## config.mk

```make
export PLATFORM = sky130hd
export DESIGN_NAME = data_memory_controller_flat
export DESIGN_NICKNAME = d
export VERILOG_FILES = /design/src/rtl/data_memory_controller_if.sv /design/src/rtl/data_memory_controller.sv /design/src/flat_wrapper.sv
export SDC_FILE = /design/constraint.sdc
export NUM_CORES = 1
export LEC_CHECK = 0
export CORE_AREA = 2 2 130 132
export DETAILED_ROUTE_END_ITERATION = 6
export DIE_AREA = 0 0 132 134
export DONT_BUFFER_PORTS = 1
export HOLD_SLACK_MARGIN = 0.06
export PLACE_DENSITY = 0.66
export SETUP_SLACK_MARGIN = 0.05
export SLEW_MARGIN = 20
export SYNTH_ARGS = -nofsm -noshare
export SYNTH_HDL_FRONTEND = slang
export SYNTH_SLANG_ARGS = --single-unit
```

## constraint.sdc

```tcl
create_clock -name clock -period 4.75 [get_ports clock]
set_input_delay 1.425 -clock clock [delete_from_list [all_inputs] [get_ports clock]]
set_output_delay 1.425 -clock clock [all_outputs]
set_load 0.005 [all_outputs]
```

## src/rtl/data_memory_controller_if.sv

```systemverilog
// Bundle between the control unit, the data-memory sequencer and the data memory.
// The slave modport is the sequencer; the master side is the control unit plus memory.
interface data_memory_controller_if;
    logic        req;
    logic [2:0]  op;
    logic [31:0] alu_address;
    logic [31:0] reg_data;
    logic [31:0] return_address;
    logic [31:0] mem_data_out;

    logic        mem_en;
    logic        mem_enr;
    logic        mem_enw;
    logic [31:0] mem_alu_address;
    logic [31:0] mem_stack_pointer;
    logic [31:0] mem_reg_data;
    logic [31:0] mem_add_data;
    logic        mem_address_data;
    logic        mem_stack_mem;

    logic        busy;
    logic        ack;
    logic        error;
    logic [31:0] load_data;
    logic [31:0] stack_pointer;

    modport slave (
        input  req, op, alu_address, reg_data, return_address, mem_data_out,
        output mem_en, mem_enr, mem_enw, mem_alu_address, mem_stack_pointer,
               mem_reg_data, mem_add_data, mem_address_data, mem_stack_mem,
               busy, ack, error, load_data, stack_pointer
    );

    modport master (
        output req, op, alu_address, reg_data, return_address, mem_data_out,
        input  mem_en, mem_enr, mem_enw, mem_alu_address, mem_stack_pointer,
               mem_reg_data, mem_add_data, mem_address_data, mem_stack_mem,
               busy, ack, error, load_data, stack_pointer
    );
endinterface

```

## src/rtl/data_memory_controller.sv

```systemverilog
// Data-memory sequencer: one request at a time (LOAD/STORE/PUSH/POP/CALL/RET),
// owns the stack pointer and checks stack overflow/underflow before issuing.
module data_memory_controller #(
    parameter logic [31:0] STACK_BASE = 32'd224,
    parameter logic [31:0] STACK_INIT = 32'd256
) (
    input  logic                       clock,
    input  logic                       reset,
    data_memory_controller_if.slave    bus
);
    localparam logic [2:0] OP_LOAD  = 3'd0;
    localparam logic [2:0] OP_STORE = 3'd1;
    localparam logic [2:0] OP_PUSH  = 3'd2;
    localparam logic [2:0] OP_POP   = 3'd3;
    localparam logic [2:0] OP_CALL  = 3'd4;
    localparam logic [2:0] OP_RET   = 3'd5;

    localparam logic MEM_STORE     = 1'b0;
    localparam logic STACK_STORE   = 1'b1;
    localparam logic ADDR_DATA_RF  = 1'b0;
    localparam logic ADDR_DATA_PC  = 1'b1;

    typedef enum logic [1:0] {
        S_IDLE  = 2'd0,
        S_ISSUE = 2'd1,
        S_WAIT  = 2'd2,
        S_DONE  = 2'd3
    } state_t;

    state_t      state_q, state_d;
    logic [2:0]  op_q;
    logic [31:0] alu_q;
    logic [31:0] reg_q;
    logic [31:0] ret_q;
    logic [31:0] sp_q;
    logic [31:0] load_q;
    logic        err_q;

    logic        req_bad;
    logic        op_rd;
    logic        op_push;
    logic        op_pop;

    // Checked against the live request so a failing op never reaches ISSUE.
    always_comb begin
        req_bad = 1'b0;
        if (bus.op > OP_RET)
            req_bad = 1'b1;
        else if ((bus.op == OP_PUSH || bus.op == OP_CALL) && sp_q == STACK_BASE)
            req_bad = 1'b1;
        else if ((bus.op == OP_POP || bus.op == OP_RET) && sp_q == STACK_INIT)
            req_bad = 1'b1;
    end

    assign op_rd   = (op_q == OP_LOAD) || (op_q == OP_POP) || (op_q == OP_RET);
    assign op_push = (op_q == OP_PUSH) || (op_q == OP_CALL);
    assign op_pop  = (op_q == OP_POP)  || (op_q == OP_RET);

    always_ff @(posedge clock) begin
        if (reset)
            state_q <= S_IDLE;
        else
            state_q <= state_d;
    end

    always_comb begin
        state_d               = state_q;
        bus.mem_enr           = 1'b0;
        bus.mem_enw           = 1'b0;
        bus.mem_stack_mem     = MEM_STORE;
        bus.mem_address_data  = ADDR_DATA_RF;
        bus.mem_stack_pointer = sp_q;
        unique case (state_q)
            S_IDLE:  if (bus.req) state_d = req_bad ? S_DONE : S_ISSUE;
            S_ISSUE: state_d = op_rd ? S_WAIT : S_DONE;
            S_WAIT:  state_d = S_DONE;
            S_DONE:  state_d = S_IDLE;
            default: state_d = S_IDLE;
        endcase
        // Enables are gated with reset so a reset landing in ISSUE drops the access.
        if (state_q == S_ISSUE && !reset) begin
            bus.mem_enr = op_rd;
            bus.mem_enw = !op_rd;
        end
        if (op_push || op_pop)
            bus.mem_stack_mem = STACK_STORE;
        if (op_q == OP_CALL)
            bus.mem_address_data = ADDR_DATA_PC;
        if (op_push)
            bus.mem_stack_pointer = sp_q - 32'd1;
    end

    always_ff @(posedge clock) begin
        if (reset) begin
            op_q   <= OP_LOAD;
            alu_q  <= '0;
            reg_q  <= '0;
            ret_q  <= '0;
            sp_q   <= STACK_INIT;
            load_q <= '0;
            err_q  <= 1'b0;
        end else begin
            unique case (state_q)
                S_IDLE: begin
                    if (bus.req) begin
                        op_q  <= bus.op;
                        alu_q <= bus.alu_address;
                        reg_q <= bus.reg_data;
                        ret_q <= bus.return_address;
                        err_q <= req_bad;
                    end
                end
                S_ISSUE: begin
                    if (op_push)
                        sp_q <= sp_q - 32'd1;
                end
                S_WAIT: begin
                    load_q <= bus.mem_data_out;
                    if (op_pop)
                        sp_q <= sp_q + 32'd1;
                end
                default: ;
            endcase
        end
    end

    assign bus.mem_en          = ~reset;
    assign bus.mem_alu_address = alu_q;
    assign bus.mem_reg_data    = reg_q;
    assign bus.mem_add_data    = ret_q;
    assign bus.busy            = (state_q != S_IDLE);
    assign bus.ack             = (state_q == S_DONE);
    assign bus.error           = (state_q == S_DONE) && err_q;
    assign bus.load_data       = load_q;
    assign bus.stack_pointer   = sp_q;

endmodule

```

## src/flat_wrapper.sv

```systemverilog
// flat-port wrapper written by rule: the top's interface ports become plain ports
module data_memory_controller_flat 
#(
    parameter logic [31:0] STACK_BASE = 32'd224,
    parameter logic [31:0] STACK_INIT = 32'd256
)
  (clock, reset, bus_req, bus_op, bus_alu_address, bus_reg_data, bus_return_address, bus_mem_data_out, bus_mem_en, bus_mem_enr, bus_mem_enw, bus_mem_alu_address, bus_mem_stack_pointer, bus_mem_reg_data, bus_mem_add_data, bus_mem_address_data, bus_mem_stack_mem, bus_busy, bus_ack, bus_error, bus_load_data, bus_stack_pointer);
  data_memory_controller_if bus_i ();
  input  logic clock;
  input  logic reset;
  input wire logic [$bits(bus_i.req)-1:0] bus_req;
  input wire logic [$bits(bus_i.op)-1:0] bus_op;
  input wire logic [$bits(bus_i.alu_address)-1:0] bus_alu_address;
  input wire logic [$bits(bus_i.reg_data)-1:0] bus_reg_data;
  input wire logic [$bits(bus_i.return_address)-1:0] bus_return_address;
  input wire logic [$bits(bus_i.mem_data_out)-1:0] bus_mem_data_out;
  output wire logic [$bits(bus_i.mem_en)-1:0] bus_mem_en;
  output wire logic [$bits(bus_i.mem_enr)-1:0] bus_mem_enr;
  output wire logic [$bits(bus_i.mem_enw)-1:0] bus_mem_enw;
  output wire logic [$bits(bus_i.mem_alu_address)-1:0] bus_mem_alu_address;
  output wire logic [$bits(bus_i.mem_stack_pointer)-1:0] bus_mem_stack_pointer;
  output wire logic [$bits(bus_i.mem_reg_data)-1:0] bus_mem_reg_data;
  output wire logic [$bits(bus_i.mem_add_data)-1:0] bus_mem_add_data;
  output wire logic [$bits(bus_i.mem_address_data)-1:0] bus_mem_address_data;
  output wire logic [$bits(bus_i.mem_stack_mem)-1:0] bus_mem_stack_mem;
  output wire logic [$bits(bus_i.busy)-1:0] bus_busy;
  output wire logic [$bits(bus_i.ack)-1:0] bus_ack;
  output wire logic [$bits(bus_i.error)-1:0] bus_error;
  output wire logic [$bits(bus_i.load_data)-1:0] bus_load_data;
  output wire logic [$bits(bus_i.stack_pointer)-1:0] bus_stack_pointer;
  assign bus_i.req = bus_req;
  assign bus_i.op = bus_op;
  assign bus_i.alu_address = bus_alu_address;
  assign bus_i.reg_data = bus_reg_data;
  assign bus_i.return_address = bus_return_address;
  assign bus_i.mem_data_out = bus_mem_data_out;
  assign bus_mem_en = bus_i.mem_en;
  assign bus_mem_enr = bus_i.mem_enr;
  assign bus_mem_enw = bus_i.mem_enw;
  assign bus_mem_alu_address = bus_i.mem_alu_address;
  assign bus_mem_stack_pointer = bus_i.mem_stack_pointer;
  assign bus_mem_reg_data = bus_i.mem_reg_data;
  assign bus_mem_add_data = bus_i.mem_add_data;
  assign bus_mem_address_data = bus_i.mem_address_data;
  assign bus_mem_stack_mem = bus_i.mem_stack_mem;
  assign bus_busy = bus_i.busy;
  assign bus_ack = bus_i.ack;
  assign bus_error = bus_i.error;
  assign bus_load_data = bus_i.load_data;
  assign bus_stack_pointer = bus_i.stack_pointer;
  data_memory_controller #(.STACK_BASE(STACK_BASE), .STACK_INIT(STACK_INIT)) u_core (.clock(clock), .reset(reset), .bus(bus_i));
endmodule
```

==> metrics.md <==
| Metric | Value |
|---|---|
| Post-synth top flop | `dfxtp_1` |
| Post-CTS setup buffers | `0` |
| Routed vias | `6580` |
| Fin Setup TNS | `0 ps` |
| WL per Instance | `18.6 um` |
| Gate power share | `27.4%` |
| Post-synth EDFFs | `0` |
| Switching power | `1.66 mW` |
| Clock-pin slew on the worst setup and hold paths | `60 ps` |
| Ant. Diodes | `0` |
| Clock power share | `31.1%` |
| Syn-to-layout area delta | `6.45%` |
| Hold Crit Depth | `2` |
| CP endpoint kind | `primary output` |
| Input/output buffers | `0` |
| Antenna viol nets, final | `0` |
| Setup ws final | `493 ps` |
| Initial DRC count | `504` |
| Initial antenna violation count | `0` |
| Reg area | `3320 um2` |
| CTS Buf Count | `17` |
| Req. time, crit path | `3320 ps` |
| Slew @ Worst Pin | `1030 ps` |
| Setup violators final | `0` |
| Total gr overflow | `0` |
| Max cap viols | `0` |
| WL final | `21.4 mm` |
| Unique cell type count in the Yosys netlist | `71` |
| Vias in the first global route | `6036` |
| Layout cells sized above 1 | `6.97%` |
| Core Box Area | `16300 um2` |
| Synth Area per Inst | `8.01 um2` |
| Mapped Cells | `976` |
| Nets | `1060` |
| Fill cell count | `1568` |
| Post-Layout Cell Count | `1152` |
| Layout Skew | `10.1 ps` |
| RSZ-0062 raised after global routing | `false` |
| Root buffer cell | `clkbuf_16` |
| Mapped Area | `7810 um2` |
| Max Fclk | `235 MHz` |
| Vias per cell | `5.71` |
| Drc violations | `0` |
| Detailed Place HPWL | `14.5 mm` |
| Cell-internal power | `2.84 mW` |
| Die area | `17700 um2` |
| Synth area leader | `dfxtp_1` |
| Max_slew headroom | `31.0%` |
| Max-slew violation count | `0` |
| Crit Path Max Fanout | `14` |
| Reg2Reg Depth | `7` |
| Sequential area share after synthesis | `42.5%` |
| Hold Path Class | `reg2reg` |
| Worst EP arrival | `2830 ps` |
| Yosys warning count | `0` |
| # hold bufs at CTS | `0` |
| Pwr/cell area | `541 nW/um2` |
| Clock buffer depth | `2` |
| Final Hold Fails | `0` |
| VDD IR max | `0.000300 V` |
| Pre-CTS WS | `962 ps` |
| Starting Density | `48.0%` |
| Global Route Usage Sum | `23.2%` |
| RD Place Congestion | `0.880` |
| Router iterations before antenna repair | `5` |
| Async SR Flop Fraction | `0%` |
| Die Width | `132 um` |
| Post_cts resized | `0` |
| Post-synth top area share | `42.5%` |
| Fin crit share | `89.6%` |
| Placed cells | `1120` |
| Placed Area | `7730 um2` |
| #FFs+latches synth | `166` |
| Die Ht | `134 um` |
| I/O pin count | `334` |
| First-pass GRT wire length | `33.2 mm` |
| Largest net degree at the start of global routing | `164` |
| Fin Hold WS | `467 ps` |
| CTS Sinks | `166` |
| Run status | `finished, final reports clean` |
| Crit path kind | `reg2out` |
| Synth area leaders | `dfxtp_1 (43%), nand2_1 (12%), a21oi_1 (7.7%)` |
| Static leakage | `2.97 nW` |
| Fin area | `8320 um2` |
| Final min period | `4260 ps` |
| Sw Share | `36.9%` |
| Flop pwr share | `41.5%` |
| Row count | `47` |
| H-tree levels | `4` |
| Syn_nets | `1117` |
| TritonCTS clock tree | `yes` |
| Worst setup SP type | `flip-flop` |
| Combined area of the multi-input logic cells | `4050 um2` |
| Worst-Skew Late Latency | `420 ps` |
-- cells in the final DEF, fill, tap and decap left out, types with 5 or more instances in the layout --
master,n
nand2_1,239
dfxtp_1,166
a21oi_1,120
nor2_1,77
mux2i_1,38
xnor2_1,23
xor2_1,20
nand3_1,19
nor3_1,18
o21ai_0,18
clkbuf_16,17
nand4_1,13
nor4_1,11
and3_1,10
inv_1,9
and2_1,8
a31oi_1,7
ha_1,6
buf_4,6
nor3b_1,5
nor4_2,5
-- layer usage --
layer | vias up | wire, um | global-route usage, %
met2 | 290 | 10500 | 38.7
li1 | 3206 | - | -
met1 | 3054 | 8530 | 27.9
met4 | 0 | 303 | 7.31
met3 | 30 | 2060 | 8.58
met5 | - | 0 | 0
-- cell type report --
type	count	area share [%]
Clock inverter	14	1.94
Clock buffer	18	5.16
Tap cell	220	3.31
Sequential cell	166	39.9
Timing Repair Buffer	6	0.541
Multi-Input combinational cell	718	48.7
Inverter	10	0.451
-- worst max-delay path: stages (launching register included) --
cell	delay, ps
dfxtp_1	450
inv_1	140
ha_1	160
nor3b_1	530
nand3_4	300
nor3_1	530
nand2_1	130
xnor2_1	190
-- cells in the mapped netlist, types with 4 or more instances --
library cell	n
o21ai_0	18
buf_1	6
nor2_1	77
mux2i_1	38
inv_1	9
xnor2_1	23
dfxtp_1	166
nand3_1	19
nand2_1	240
nor4_2	5
buf_2	6
and4b_1	4
or3_1	4
a31oi_1	7
nand4_1	13
ha_1	7
nor4_1	11
buf_6	4
nor3b_1	5
nor3_1	18
and3_1	10
and4_1	4
clkbuf_1	58
clkbuf_8	7
xor2_1	20
a21oi_1	120
and2_1	9
-- power by group through the flow --
stage / Clock (mW) / Sequential (mW) / Combinational, mW
3_5_place_dp: 0 / 1.90 / 1.23
2_1_floorplan: 0 / 1.79 / 1.06
3_3_place_gp: 0 / 1.90 / 1.22
5_1_grt: 1.48 / 1.90 / 1.38
4_1_cts: 1.42 / 1.87 / 1.24
6_report: 1.40 / 1.87 / 1.23
-- per-stage QoR --
stage	total power, mW	util (%)
CTS	4.53	51.1
global placement	3.11	47.4
global route	4.76	51.1
floorplan	2.86	-
detailed placement	3.13	47.4
finish	4.50	51.1
-- final timing paths --
| path | from | to | slack, ps |
|---|---|---|---|
| min | u_core.bus.mem_alu_address[31]$_SDFFE_PP0P_ | u_core.bus.mem_alu_address[31]$_SDFFE_PP0P_ | 470 |
| min reg2reg | u_core.bus.mem_alu_address[31]$_SDFFE_PP0P_ | u_core.bus.mem_alu_address[31]$_SDFFE_PP0P_ | 470 |
| max | u_core.bus.stack_pointer[1]$_SDFFE_PP0P_ | bus_mem_stack_pointer[22] | 490 |
| max reg2reg | u_core.op_q[2]$_SDFFE_PP0P_ | u_core.bus.stack_pointer[27]$_SDFFE_PP0P_ | 1760 |
-- cell families after synthesis --
logic type / after synthesis / share of synthesized area, %
AND/OR/NAND/NOR: 447 / 27.2
AO/OA/AOI/OAI: 177 / 12.8
flip-flops: 166 / 42.5
buffers and inverters: 92 / 5.84
XOR/XNOR: 43 / 4.82
multiplexers: 43 / 5.59
adder cells (fa/ha/maj): 8 / 1.25
-- state kept, by name (all words and copies together), names as in the netlist --
register and flops:
u_core.bus.load_data 32, u_core.bus.mem_add_data 32, u_core.bus.mem_reg_data 32, u_core.err_q 1, u_core.bus.mem_alu_address 32, u_core.bus.stack_pointer 32, u_core.op_q 3, u_core.state_q 2
(Power assumes the default switching activity.)
